<file path="config.mk">
export PLATFORM = sky130hd
export DESIGN_NAME = mem_port_arbiter_flat
export DESIGN_NICKNAME = d
export VERILOG_FILES = /design/src/rtl/mem_port_arbiter_if.sv /design/src/rtl/mem_port_arbiter.sv /design/src/flat_wrapper.sv
export SDC_FILE = /design/constraint.sdc
export NUM_CORES = 1
export LEC_CHECK = 0
export CORE_AREA = 2 2 343 345
export DETAILED_ROUTE_END_ITERATION = 8
export DIE_AREA = 0 0 345 347
export PLACE_DENSITY = 0.3
export SLEW_MARGIN = 20
export SYNTH_ARGS = -nofsm -noshare
export SYNTH_HDL_FRONTEND = slang
export SYNTH_SLANG_ARGS = --single-unit
</file>
<file path="constraint.sdc">
create_clock -name clk_i -period 2.45 [get_ports clk_i]
set_input_delay 0.3675 -clock clk_i [delete_from_list [all_inputs] [get_ports clk_i]]
set_output_delay 0.3675 -clock clk_i [all_outputs]
set_load 0.03 [all_outputs]
</file>
<file path="src/rtl/mem_port_arbiter_if.sv">
// Purpose: bundle of the two cache-side line ports and the shared memory-side port.
// Latency: n/a (wires only).
// Backpressure: rN_busywait_o holds a requester; m_busywait_i holds the arbiter.
// Modports: master = arbiter view (takes requests, drives memory command);
//           slave  = environment view (caches drive requests, memory answers).
interface mem_port_arbiter_if #(
  parameter int address_size = 32,
  parameter int c_line_size  = 32,
  parameter int c_block_size = 2
);
  localparam int LW = (2**c_block_size) * c_line_size;
  localparam int AW = address_size - c_block_size - 2;

  // cache port 0 (instruction cache)
  logic          r0_read_i;
  logic          r0_wr_i;
  logic [AW-1:0] r0_address_i;
  logic [LW-1:0] r0_write_data_i;
  logic          r0_busywait_o;
  logic [LW-1:0] r0_read_data_o;
  logic          r0_read_done_o;
  logic          r0_write_done_o;

  // cache port 1 (data cache)
  logic          r1_read_i;
  logic          r1_wr_i;
  logic [AW-1:0] r1_address_i;
  logic [LW-1:0] r1_write_data_i;
  logic          r1_busywait_o;
  logic [LW-1:0] r1_read_data_o;
  logic          r1_read_done_o;
  logic          r1_write_done_o;

  // shared memory port
  logic          m_read_o;
  logic          m_wr_o;
  logic [AW-1:0] m_address_o;
  logic [LW-1:0] m_write_data_o;
  logic [LW-1:0] m_read_data_i;
  logic          m_busywait_i;
  logic          m_read_done_i;
  logic          m_write_done_i;

  logic          err_timeout_o;

  modport master (
    input  r0_read_i, r0_wr_i, r0_address_i, r0_write_data_i,
    output r0_busywait_o, r0_read_data_o, r0_read_done_o, r0_write_done_o,
    input  r1_read_i, r1_wr_i, r1_address_i, r1_write_data_i,
    output r1_busywait_o, r1_read_data_o, r1_read_done_o, r1_write_done_o,
    output m_read_o, m_wr_o, m_address_o, m_write_data_o,
    input  m_read_data_i, m_busywait_i, m_read_done_i, m_write_done_i,
    output err_timeout_o
  );

  modport slave (
    output r0_read_i, r0_wr_i, r0_address_i, r0_write_data_i,
    input  r0_busywait_o, r0_read_data_o, r0_read_done_o, r0_write_done_o,
    output r1_read_i, r1_wr_i, r1_address_i, r1_write_data_i,
    input  r1_busywait_o, r1_read_data_o, r1_read_done_o, r1_write_done_o,
    input  m_read_o, m_wr_o, m_address_o, m_write_data_o,
    output m_read_data_i, m_busywait_i, m_read_done_i, m_write_done_i,
    input  err_timeout_o
  );
endinterface

</file>
<file path="src/rtl/mem_port_arbiter.sv">
// Purpose: round-robin arbiter sharing one line-wide memory port between I$ (port 0) and D$ (port 1).
// Latency: command on memory 1 cycle after request sampled in IDLE; done is combinational with memory completion.
// Backpressure: non-granted requester sees busywait; granted one until completion; 8-bit watchdog releases a hung grant.
// Ports: clk_i, reset_i (async, active-high); bus = mem_port_arbiter_if.master carrying
//        both cache ports (read/wr/address/write_data in, busywait/read_data/done out),
//        the memory port (command out, read_data/busywait/done in) and err_timeout_o.
module mem_port_arbiter #(
  parameter int address_size = 32,
  parameter int c_line_size  = 32,
  parameter int c_block_size = 2,
  parameter int c_timeout    = 255
) (
  input  logic             clk_i,
  input  logic             reset_i,
  mem_port_arbiter_if.master bus
);
  localparam int LW = (2**c_block_size) * c_line_size;
  localparam int AW = address_size - c_block_size - 2;
  localparam logic [7:0] WD_LIMIT = 8'(c_timeout);

  typedef enum logic [1:0] {
    S_IDLE    = 2'd0,
    S_GRANT0  = 2'd1,
    S_GRANT1  = 2'd2,
    S_RELEASE = 2'd3
  } state_t;

  state_t        r_state;
  state_t        w_next;
  logic          r_last;
  logic [7:0]    r_wd;
  logic          r_err;

  logic          w_req0;
  logic          w_req1;
  logic          w_gnt0;
  logic          w_gnt1;
  logic          w_sel_wr;
  logic          w_complete;
  logic          w_timeout;

  logic          w_m_read;
  logic          w_m_wr;
  logic [AW-1:0] w_m_address;
  logic [LW-1:0] w_m_write_data;
  logic          w_r0_read_done;
  logic          w_r0_write_done;
  logic          w_r1_read_done;
  logic          w_r1_write_done;

  assign w_req0 = bus.r0_read_i | bus.r0_wr_i;
  assign w_req1 = bus.r1_read_i | bus.r1_wr_i;
  assign w_gnt0 = (r_state == S_GRANT0);
  assign w_gnt1 = (r_state == S_GRANT1);

  // A write wins over a simultaneous read on the same port.
  assign w_sel_wr   = (w_gnt0 & bus.r0_wr_i) | (w_gnt1 & bus.r1_wr_i);
  assign w_complete = (w_gnt0 | w_gnt1) & ~bus.m_busywait_i &
                      (w_sel_wr ? bus.m_write_done_i : bus.m_read_done_i);
  // Completion in the limit cycle still counts as a normal completion.
  assign w_timeout  = (w_gnt0 | w_gnt1) & ~w_complete & (r_wd == WD_LIMIT);

  // State register plus arbitration bookkeeping.
  always_ff @(posedge clk_i or posedge reset_i) begin
    if (reset_i) begin
      r_state <= S_IDLE;
      r_last  <= 1'b1;   // port 0 wins the first tie
      r_wd    <= 8'd0;
      r_err   <= 1'b0;
    end else begin
      r_state <= w_next;
      if (r_state == S_IDLE && w_next == S_GRANT0) begin
        r_last <= 1'b0;
        r_wd   <= 8'd0;
      end else if (r_state == S_IDLE && w_next == S_GRANT1) begin
        r_last <= 1'b1;
        r_wd   <= 8'd0;
      end else if ((w_gnt0 | w_gnt1) && !w_complete && !w_timeout) begin
        r_wd <= r_wd + 8'd1;
      end
      if (w_timeout) begin
        r_err <= 1'b1;
      end
    end
  end

  // Next-state logic.
  always_comb begin
    w_next = r_state;
    case (r_state)
      S_IDLE: begin
        if (w_req0 && w_req1) begin
          w_next = r_last ? S_GRANT0 : S_GRANT1;
        end else if (w_req0) begin
          w_next = S_GRANT0;
        end else if (w_req1) begin
          w_next = S_GRANT1;
        end
      end
      S_GRANT0, S_GRANT1: begin
        if (w_complete || w_timeout) begin
          w_next = S_RELEASE;
        end
      end
      S_RELEASE: w_next = S_IDLE;
      default:   w_next = S_IDLE;
    endcase
  end

  // Output logic: memory port is a pure mux of the granted port, zero otherwise.
  always_comb begin
    w_m_read        = 1'b0;
    w_m_wr          = 1'b0;
    w_m_address     = '0;
    w_m_write_data  = '0;
    w_r0_read_done  = 1'b0;
    w_r0_write_done = 1'b0;
    w_r1_read_done  = 1'b0;
    w_r1_write_done = 1'b0;
    case (r_state)
      S_GRANT0: begin
        w_m_read        = bus.r0_read_i & ~bus.r0_wr_i;
        w_m_wr          = bus.r0_wr_i;
        w_m_address     = bus.r0_address_i;
        w_m_write_data  = bus.r0_write_data_i;
        w_r0_read_done  = w_complete & ~w_sel_wr;
        w_r0_write_done = w_complete & w_sel_wr;
      end
      S_GRANT1: begin
        w_m_read        = bus.r1_read_i & ~bus.r1_wr_i;
        w_m_wr          = bus.r1_wr_i;
        w_m_address     = bus.r1_address_i;
        w_m_write_data  = bus.r1_write_data_i;
        w_r1_read_done  = w_complete & ~w_sel_wr;
        w_r1_write_done = w_complete & w_sel_wr;
      end
      default: ;
    endcase
  end

  assign bus.m_read_o        = w_m_read;
  assign bus.m_wr_o          = w_m_wr;
  assign bus.m_address_o     = w_m_address;
  assign bus.m_write_data_o  = w_m_write_data;

  assign bus.r0_read_done_o  = w_r0_read_done;
  assign bus.r0_write_done_o = w_r0_write_done;
  assign bus.r1_read_done_o  = w_r1_read_done;
  assign bus.r1_write_done_o = w_r1_write_done;

  assign bus.r0_busywait_o   = w_req0 & ~(w_gnt0 & w_complete);
  assign bus.r1_busywait_o   = w_req1 & ~(w_gnt1 & w_complete);

  assign bus.r0_read_data_o  = bus.m_read_data_i;
  assign bus.r1_read_data_o  = bus.m_read_data_i;

  assign bus.err_timeout_o   = r_err;
endmodule

</file>
<file path="src/flat_wrapper.sv">
// flat-port wrapper written by rule: the top's interface ports become plain ports
module mem_port_arbiter_flat 
#(
  parameter int address_size = 32,
  parameter int c_line_size  = 32,
  parameter int c_block_size = 2,
  parameter int c_timeout    = 255
)
  (clk_i, reset_i, bus_r0_read_i, bus_r0_wr_i, bus_r0_address_i, bus_r0_write_data_i, bus_r0_busywait_o, bus_r0_read_data_o, bus_r0_read_done_o, bus_r0_write_done_o, bus_r1_read_i, bus_r1_wr_i, bus_r1_address_i, bus_r1_write_data_i, bus_r1_busywait_o, bus_r1_read_data_o, bus_r1_read_done_o, bus_r1_write_done_o, bus_m_read_o, bus_m_wr_o, bus_m_address_o, bus_m_write_data_o, bus_m_read_data_i, bus_m_busywait_i, bus_m_read_done_i, bus_m_write_done_i, bus_err_timeout_o);
  mem_port_arbiter_if #(.address_size(address_size), .c_line_size(c_line_size), .c_block_size(c_block_size)) bus_i ();
  input  logic clk_i;
  input  logic reset_i;
  input wire logic [$bits(bus_i.r0_read_i)-1:0] bus_r0_read_i;
  input wire logic [$bits(bus_i.r0_wr_i)-1:0] bus_r0_wr_i;
  input wire logic [$bits(bus_i.r0_address_i)-1:0] bus_r0_address_i;
  input wire logic [$bits(bus_i.r0_write_data_i)-1:0] bus_r0_write_data_i;
  output wire logic [$bits(bus_i.r0_busywait_o)-1:0] bus_r0_busywait_o;
  output wire logic [$bits(bus_i.r0_read_data_o)-1:0] bus_r0_read_data_o;
  output wire logic [$bits(bus_i.r0_read_done_o)-1:0] bus_r0_read_done_o;
  output wire logic [$bits(bus_i.r0_write_done_o)-1:0] bus_r0_write_done_o;
  input wire logic [$bits(bus_i.r1_read_i)-1:0] bus_r1_read_i;
  input wire logic [$bits(bus_i.r1_wr_i)-1:0] bus_r1_wr_i;
  input wire logic [$bits(bus_i.r1_address_i)-1:0] bus_r1_address_i;
  input wire logic [$bits(bus_i.r1_write_data_i)-1:0] bus_r1_write_data_i;
  output wire logic [$bits(bus_i.r1_busywait_o)-1:0] bus_r1_busywait_o;
  output wire logic [$bits(bus_i.r1_read_data_o)-1:0] bus_r1_read_data_o;
  output wire logic [$bits(bus_i.r1_read_done_o)-1:0] bus_r1_read_done_o;
  output wire logic [$bits(bus_i.r1_write_done_o)-1:0] bus_r1_write_done_o;
  output wire logic [$bits(bus_i.m_read_o)-1:0] bus_m_read_o;
  output wire logic [$bits(bus_i.m_wr_o)-1:0] bus_m_wr_o;
  output wire logic [$bits(bus_i.m_address_o)-1:0] bus_m_address_o;
  output wire logic [$bits(bus_i.m_write_data_o)-1:0] bus_m_write_data_o;
  input wire logic [$bits(bus_i.m_read_data_i)-1:0] bus_m_read_data_i;
  input wire logic [$bits(bus_i.m_busywait_i)-1:0] bus_m_busywait_i;
  input wire logic [$bits(bus_i.m_read_done_i)-1:0] bus_m_read_done_i;
  input wire logic [$bits(bus_i.m_write_done_i)-1:0] bus_m_write_done_i;
  output wire logic [$bits(bus_i.err_timeout_o)-1:0] bus_err_timeout_o;
  assign bus_i.r0_read_i = bus_r0_read_i;
  assign bus_i.r0_wr_i = bus_r0_wr_i;
  assign bus_i.r0_address_i = bus_r0_address_i;
  assign bus_i.r0_write_data_i = bus_r0_write_data_i;
  assign bus_r0_busywait_o = bus_i.r0_busywait_o;
  assign bus_r0_read_data_o = bus_i.r0_read_data_o;
  assign bus_r0_read_done_o = bus_i.r0_read_done_o;
  assign bus_r0_write_done_o = bus_i.r0_write_done_o;
  assign bus_i.r1_read_i = bus_r1_read_i;
  assign bus_i.r1_wr_i = bus_r1_wr_i;
  assign bus_i.r1_address_i = bus_r1_address_i;
  assign bus_i.r1_write_data_i = bus_r1_write_data_i;
  assign bus_r1_busywait_o = bus_i.r1_busywait_o;
  assign bus_r1_read_data_o = bus_i.r1_read_data_o;
  assign bus_r1_read_done_o = bus_i.r1_read_done_o;
  assign bus_r1_write_done_o = bus_i.r1_write_done_o;
  assign bus_m_read_o = bus_i.m_read_o;
  assign bus_m_wr_o = bus_i.m_wr_o;
  assign bus_m_address_o = bus_i.m_address_o;
  assign bus_m_write_data_o = bus_i.m_write_data_o;
  assign bus_i.m_read_data_i = bus_m_read_data_i;
  assign bus_i.m_busywait_i = bus_m_busywait_i;
  assign bus_i.m_read_done_i = bus_m_read_done_i;
  assign bus_i.m_write_done_i = bus_m_write_done_i;
  assign bus_err_timeout_o = bus_i.err_timeout_o;
  mem_port_arbiter #(.address_size(address_size), .c_line_size(c_line_size), .c_block_size(c_block_size), .c_timeout(c_timeout)) u_core (.clk_i(clk_i), .reset_i(reset_i), .bus(bus_i));
endmodule
</file>
# [Word level (Yosys, flattened, before mapping)]
# Cells that the tools add are included.
[totals] register_bits=12 output_inout_bits=421
[classes] add_sub_neg=1 n_eq_ne=6 muxes=20 bitwise=25 reduce_logical=12
[op_table] cell="one-hot mux 128 bit (2 select lines)" n=1
[op_table] cell="one-hot mux 28 bit (2 select lines)" n=1
[op_table] cell="two-way mux 8 bit" n=3
[op_table] cell="bitwise AND 1 bit" n=14
[op_table] cell="two-way mux 2 bit" n=5
[op_table] cell="adder 8 x 1 -> 8 bit (second input constant)" n=1
[op_table] cell="equality test 8 bit (second input constant)" n=1
[op_table] cell="two-way mux 1 bit" n=7
[op_table] cell="NOT 1 bit" n=7
[op_table] cell="equality test 2 bit (second input constant)" n=3
[op_table] cell="one-hot mux 2 bit (3 select lines)" n=1
[op_table] cell="logical AND 1 bit" n=5
[op_table] cell="equality test 2 x 1 -> 1 bit (second input constant)" n=2
[op_table] cell="OR 1 bit" n=4
[op_table] cell="one-hot mux 1 bit (2 select lines)" n=2
[op_table] cell="nonzero test 3 bit" n=1
[op_table] cell="zero test 1 bit" n=2
[op_table] cell="zero test 2 bit" n=1
[op_table] cell="nonzero test 2 bit" n=1
[op_table] cell="OR reduction 2 bit" n=1
[op_table] cell="logical OR 1 bit" n=1

# [Logic depth before layout (Yosys ltp)]
[logic_depth] ltp_word=15 mapped_depth=8 depth_no_buf=6

# [Worst setup path before layout]
# No wires, ideal clock.
[synth_path] path_kind="register to output" start="register u_core.r_state[0]" end="output port bus_r0_busywait_o" arrival_ns=2.103 required_ns=2.082 slack_ns=-0.020 path_stages_with_launch=8 path_cell_list="dfrtp_1 inv_1 ha_1 buf_2 a22oi_2 mux2_4 buf_2 a21oi_1"
[synth_via] elab_chain_cells=8 word_cells_on_any_way=12 classes_between="2 x eq/ne; 1 x mux; 9 x bitwise"
[synth_lines] element="start: declaration" line_no="mem_port_arbiter.sv:28" rtl="state_t r_state;"
[synth_lines] element="start signal: assignment" line_no="mem_port_arbiter.sv:71" rtl="r_state <= w_next;"
[synth_lines] element="equality test 2 x 1 -> 1 bit or equality test 2 bit (tied branches)" line_no="mem_port_arbiter.sv:53, mem_port_arbiter.sv:54"
[synth_lines] element="bitwise AND 1 bit" line_no="mem_port_arbiter.sv:57" rtl="assign w_sel_wr = (w_gnt0 & bus.r0_wr_i) | (w_gnt1 & bus.r1_wr_i);"
[synth_lines] element="OR 1 bit" line_no="mem_port_arbiter.sv:57"
[synth_lines] element="two-way mux 1 bit" line_no="mem_port_arbiter.sv:59" rtl="(w_sel_wr ? bus.m_write_done_i : bus.m_read_done_i);"
[synth_lines] element="bitwise AND 1 bit" line_no="mem_port_arbiter.sv:58" rtl="assign w_complete = (w_gnt0 | w_gnt1) & ~bus.m_busywait_i &"
[synth_lines] element="bitwise AND 1 bit (*)" line_no="mem_port_arbiter.sv:151" rtl="assign bus.r0_busywait_o = w_req0 & ~(w_gnt0 & w_complete);"
[synth_lines] element="NOT 1 bit (*)" line_no="mem_port_arbiter.sv:151"
[synth_lines] element="bitwise AND 1 bit (*)" line_no="mem_port_arbiter.sv:151"
[synth_lines] element="end: declaration" line_no="flat_wrapper.sv:17" rtl="output wire logic [$bits(bus_i.r0_busywait_o)-1:0] bus_r0_busywait_o;"
# Mark *: on every way between the ends. The rest lies on a longest branch, timed or not.

# [Worst setup path in the final report]
[layout_path] start="register u_core.r_state[0]" end="output port bus_m_address_o[2]"
[layout_via] elab_chain_cells=2 word_cells_on_any_way=3 classes_between="2 x eq/ne; 1 x mux"
[layout_lines] element="equality test 2 bit or equality test 2 x 1 -> 1 bit (tied branches)" line_no="mem_port_arbiter.sv:120" rtl="case (r_state)"
[layout_lines] element="one-hot mux 28 bit (2 select lines) (*)" line_no="mem_port_arbiter.sv:120"
[layout_lines] element="end: declaration" line_no="flat_wrapper.sv:31" rtl="output wire logic [$bits(bus_i.m_address_o)-1:0] bus_m_address_o;"
# Marked as above.

==> summary.md <==
| Metric | Value |
|---|---|
| Place WS | `-330 ps` |
| WL final | `~65,000 µm` |
| Crit path max fanout | `19` |
| Area Growth Syn to Fin | `133%` |
| Sink Count | `12` |
| Vias/cell | `2.63` |
| Slew Viols, Final | `0` |
| Critical Path Start Type | `register` |
| Placed insts | `2,458` |
| Vias in the first global route | `6,752` |
| Clk_skew | `3.62 ps` |
| Unrepaired setup endpoints after global routing | `yes` |
| Total gr overflow | `0` |
| DRC | `0` |
| Finish-stage setup viols | `0` |
| Initial antenna violation count | `49` |
| Synth Cell Area | `5150 µm²` |
| Netlist cell types | `39` |
| Most frequent cells in the layout | `clkdlybuf4s50_1 (321), buf_12 (150), a22oi_1 (147)` |
| Cell Rows | `125` |
| Syn Nets | `1,177` |
| Yosys top cell by area | `buf_4` |
| Crit Path Class | `reg -> out` |
| Critical-path cell list | `buf_6, ha_4, buf_12, buf_16, clkbuf_16, a22oi_2, nor2b_2, buf_12` |
| Total negative slack | `0 ps` |
| Critical path required time | `2080 ps` |
| Final Wtd Congestion | `0.757` |
| Slowest cell on the critical path | `dfrtp_1` |
| Pwr/cell area | `1160 nW/µm²` |
| Htree depth | `1` |
| Antenna Nets Post-Route | `0` |
| Tot Pwr | `roughly 14 mW` |
| First-pass GRT wire length | `79,200 µm` |
| Delay-heaviest family, CP | `buffers and inverters` |
| Pre-antenna DRT Iters | `4` |
| CP Buf/Inv Count | `5` |
| Slew HR | `a little under three fifths` |
| Multi-input logic area | `around 2900 µm²` |
| I/O pin count | `870` |
| Clock buffer count from CTS | `3` |
| Most used DFF post-synth | `dfrtp_1` |
| CP dominant cell by count | `buf_12` |
| Leak Pwr | `3.84 nW` |
| VDD IR max | `0.726 mV` |
| Yosys synthesis warning count | `0` |
| DR vias | `6,514` |
| CTS root buffer | `clkbuf_16` |
| Min Tclk post-route | `2410 ps` |
| Crit path DAT | `2040 ps` |
| Core Util, Final | `about a tenth` |
| Max Clock Freq | `0.415 GHz` |
| # fillers | `13,400` |
| Seq/Total Area, Yosys | `5.85%` |
| Number of max-cap violations | `0` |
| Bufs on Longest Clock Path | `2` |
| Final Hold Viols | `0` |
| Starting Density | `4.45%` |
| Worst setup margin | `41.1 ps` |
| Worst Tran Pin Value | `647 ps` |
| HP Class | `reg -> reg` |
| Commonest non-fill, non-tap cell in the layout | `clkdlybuf4s50_1` |
| Fraction of registers with async set/reset | `100%` |
| Tcrit/Tclk final | `a little over nine tenths` |
| Dpl hpwl | `58,000 µm` |
| Gr usage total | `10.2%` |
| Die height | `347 µm` |
| Synth area leaders | `buf_4 (37%), a22oi_1 (23%), nor2b_1 (19%), dfrtp_1 (5.3%), clkbuf_1 (3.7%)` |
| Syn Inst Count | `724` |
| Worst-Skew Late Latency | `240 ps` |
| #FFs+latches synth | `12` |
| Drt initial violations | `410` |
| CP max stage delay | `390 ps` |
| Non-filler cells, final | `2,480` |
| Die X | `345 µm` |
| Placeable Area | `116,000 µm²` |
| Register Area | `303 µm²` |
| Status | `finished clean` |
| Maximum number of pins on one net before global-route repair | `37` |
| Die area | `120,000 µm²` |
| Port Buffers | `485` |
| Nets | `1,406` |
| Worst Setup End Kind | `output pin` |
| Layout cell share with drive strength beyond 1 | `28.7%` |
| Clock transition at path regs | `50 ps` |
| Syn avg cell area | `7.12 µm²` |
| Top cell type's share of synthesized area | `37.4%` |
| EDFF count, synth | `0` |
| CTS tree | `built` |
| Per-cell routed wire length | `26.0 µm` |
layout make-up:
class	count	area share [%]
antenna	4	0.0833
clock buffer	4	0.739
inverter	4	0.125
multi-input combinational	396	23.9
sequential	12	2.52
tap	1524	15.9
timing repair buffer	536	56.8
cells by family (layout without fill, tap and decap cells):
| group | Yosys count | count (layout) | synth area share [%] |
|---|---|---|---|
| other | 0 | 4 | 0 |
| adder cells (fa/ha/maj) | 4 | 4 | 0.971 |
| XOR/XNOR | 1 | 1 | 0.170 |
| buffers and inverters | 316 | 544 | 41.8 |
| AO/OA/AOI/OAI | 188 | 188 | 26.9 |
| multiplexers | 3 | 3 | 0.680 |
| flip-flops | 12 | 12 | 5.85 |
| AND/OR/NAND/NOR | 200 | 200 | 23.6 |
cells in the mapped netlist (all sizes together), types with 2 or more instances:
library cell and instances:
buf 261, nor2b 158, a22oi 157, clkbuf 51, dfrtp 11, a21oi 9, nand2 9, nor2 9
o21ai 7, nand3 5, o31ai 5, or4 5, ha 4, inv 4, nand4 3, a31oi 2
and3b 2, mux2i 2, nand2b 2, nand3b 2, o41ai 2
worst paths after layout:
check                                              start                        to  slack [ps]  cells past startpoint
worst max-delay path                   u_core.r_state[0]        bus_m_address_o[2]          40                      8
worst min-delay path            u_core.bus.err_timeout_o  u_core.bus.err_timeout_o         500                      1
worst max register to register         u_core.r_state[1]            u_core.r_wd[3]         190                      7
worst min register to register  u_core.bus.err_timeout_o  u_core.bus.err_timeout_o         500                      1
max in group asynchronous                        reset_i         u_core.r_state[1]        1430                      2
min in group asynchronous                        reset_i         u_core.r_state[0]         630                      2
power by group:
| part | leakage, nW | switching, mW | total [mW] | internal, mW |
|---|---|---|---|---|
| Clock | 0.0442 | 0.0956 | 0.343 | 0.247 |
| Combinational | 3.64 | 6.62 | 13.3 | 6.65 |
| Sequential | 0.158 | 0.0413 | 0.289 | 0.247 |
| Total | 3.84 | 6.76 | 13.9 | 7.15 |
stage by stage:
stage	instance area, µm²	hold slack [ps]
3_3_place_gp	11600	501
6_report	12000	499
5_1_grt	12000	539
3_5_place_dp	11600	501
2_1_floorplan	5150	231
4_1_cts	11800	512
metal layers:
layer	track usage, %	part of all wire [%]	up-vias
met4	0.797	1.5	4
li1	-	-	2723
met2	16.4	45	698
met1	12.1	40	2966
met3	5.78	13	123
met5	0.320	0.12	-
sequential cells by signal, summed over array words and instances, names as in the netlist:
| signal | flops |
|---|---|
| u_core.bus.err_timeout_o | 1 |
| u_core.r_last | 1 |
| u_core.r_state | 2 |
| u_core.r_wd | 8 |
repair_timing:
| action | in CTS | in global routing |
|---|---|---|
| setup endpoints to repair | 60 | 63 |
| setup buffers | 1 | 11 |
| gates cloned | 1 | 2 |
| pin swaps | 2 | 1 |
| hold buffers | 0 | 0 |
| resized for setup | 19 | 33 |
Power figures use the tool's default switching activity.
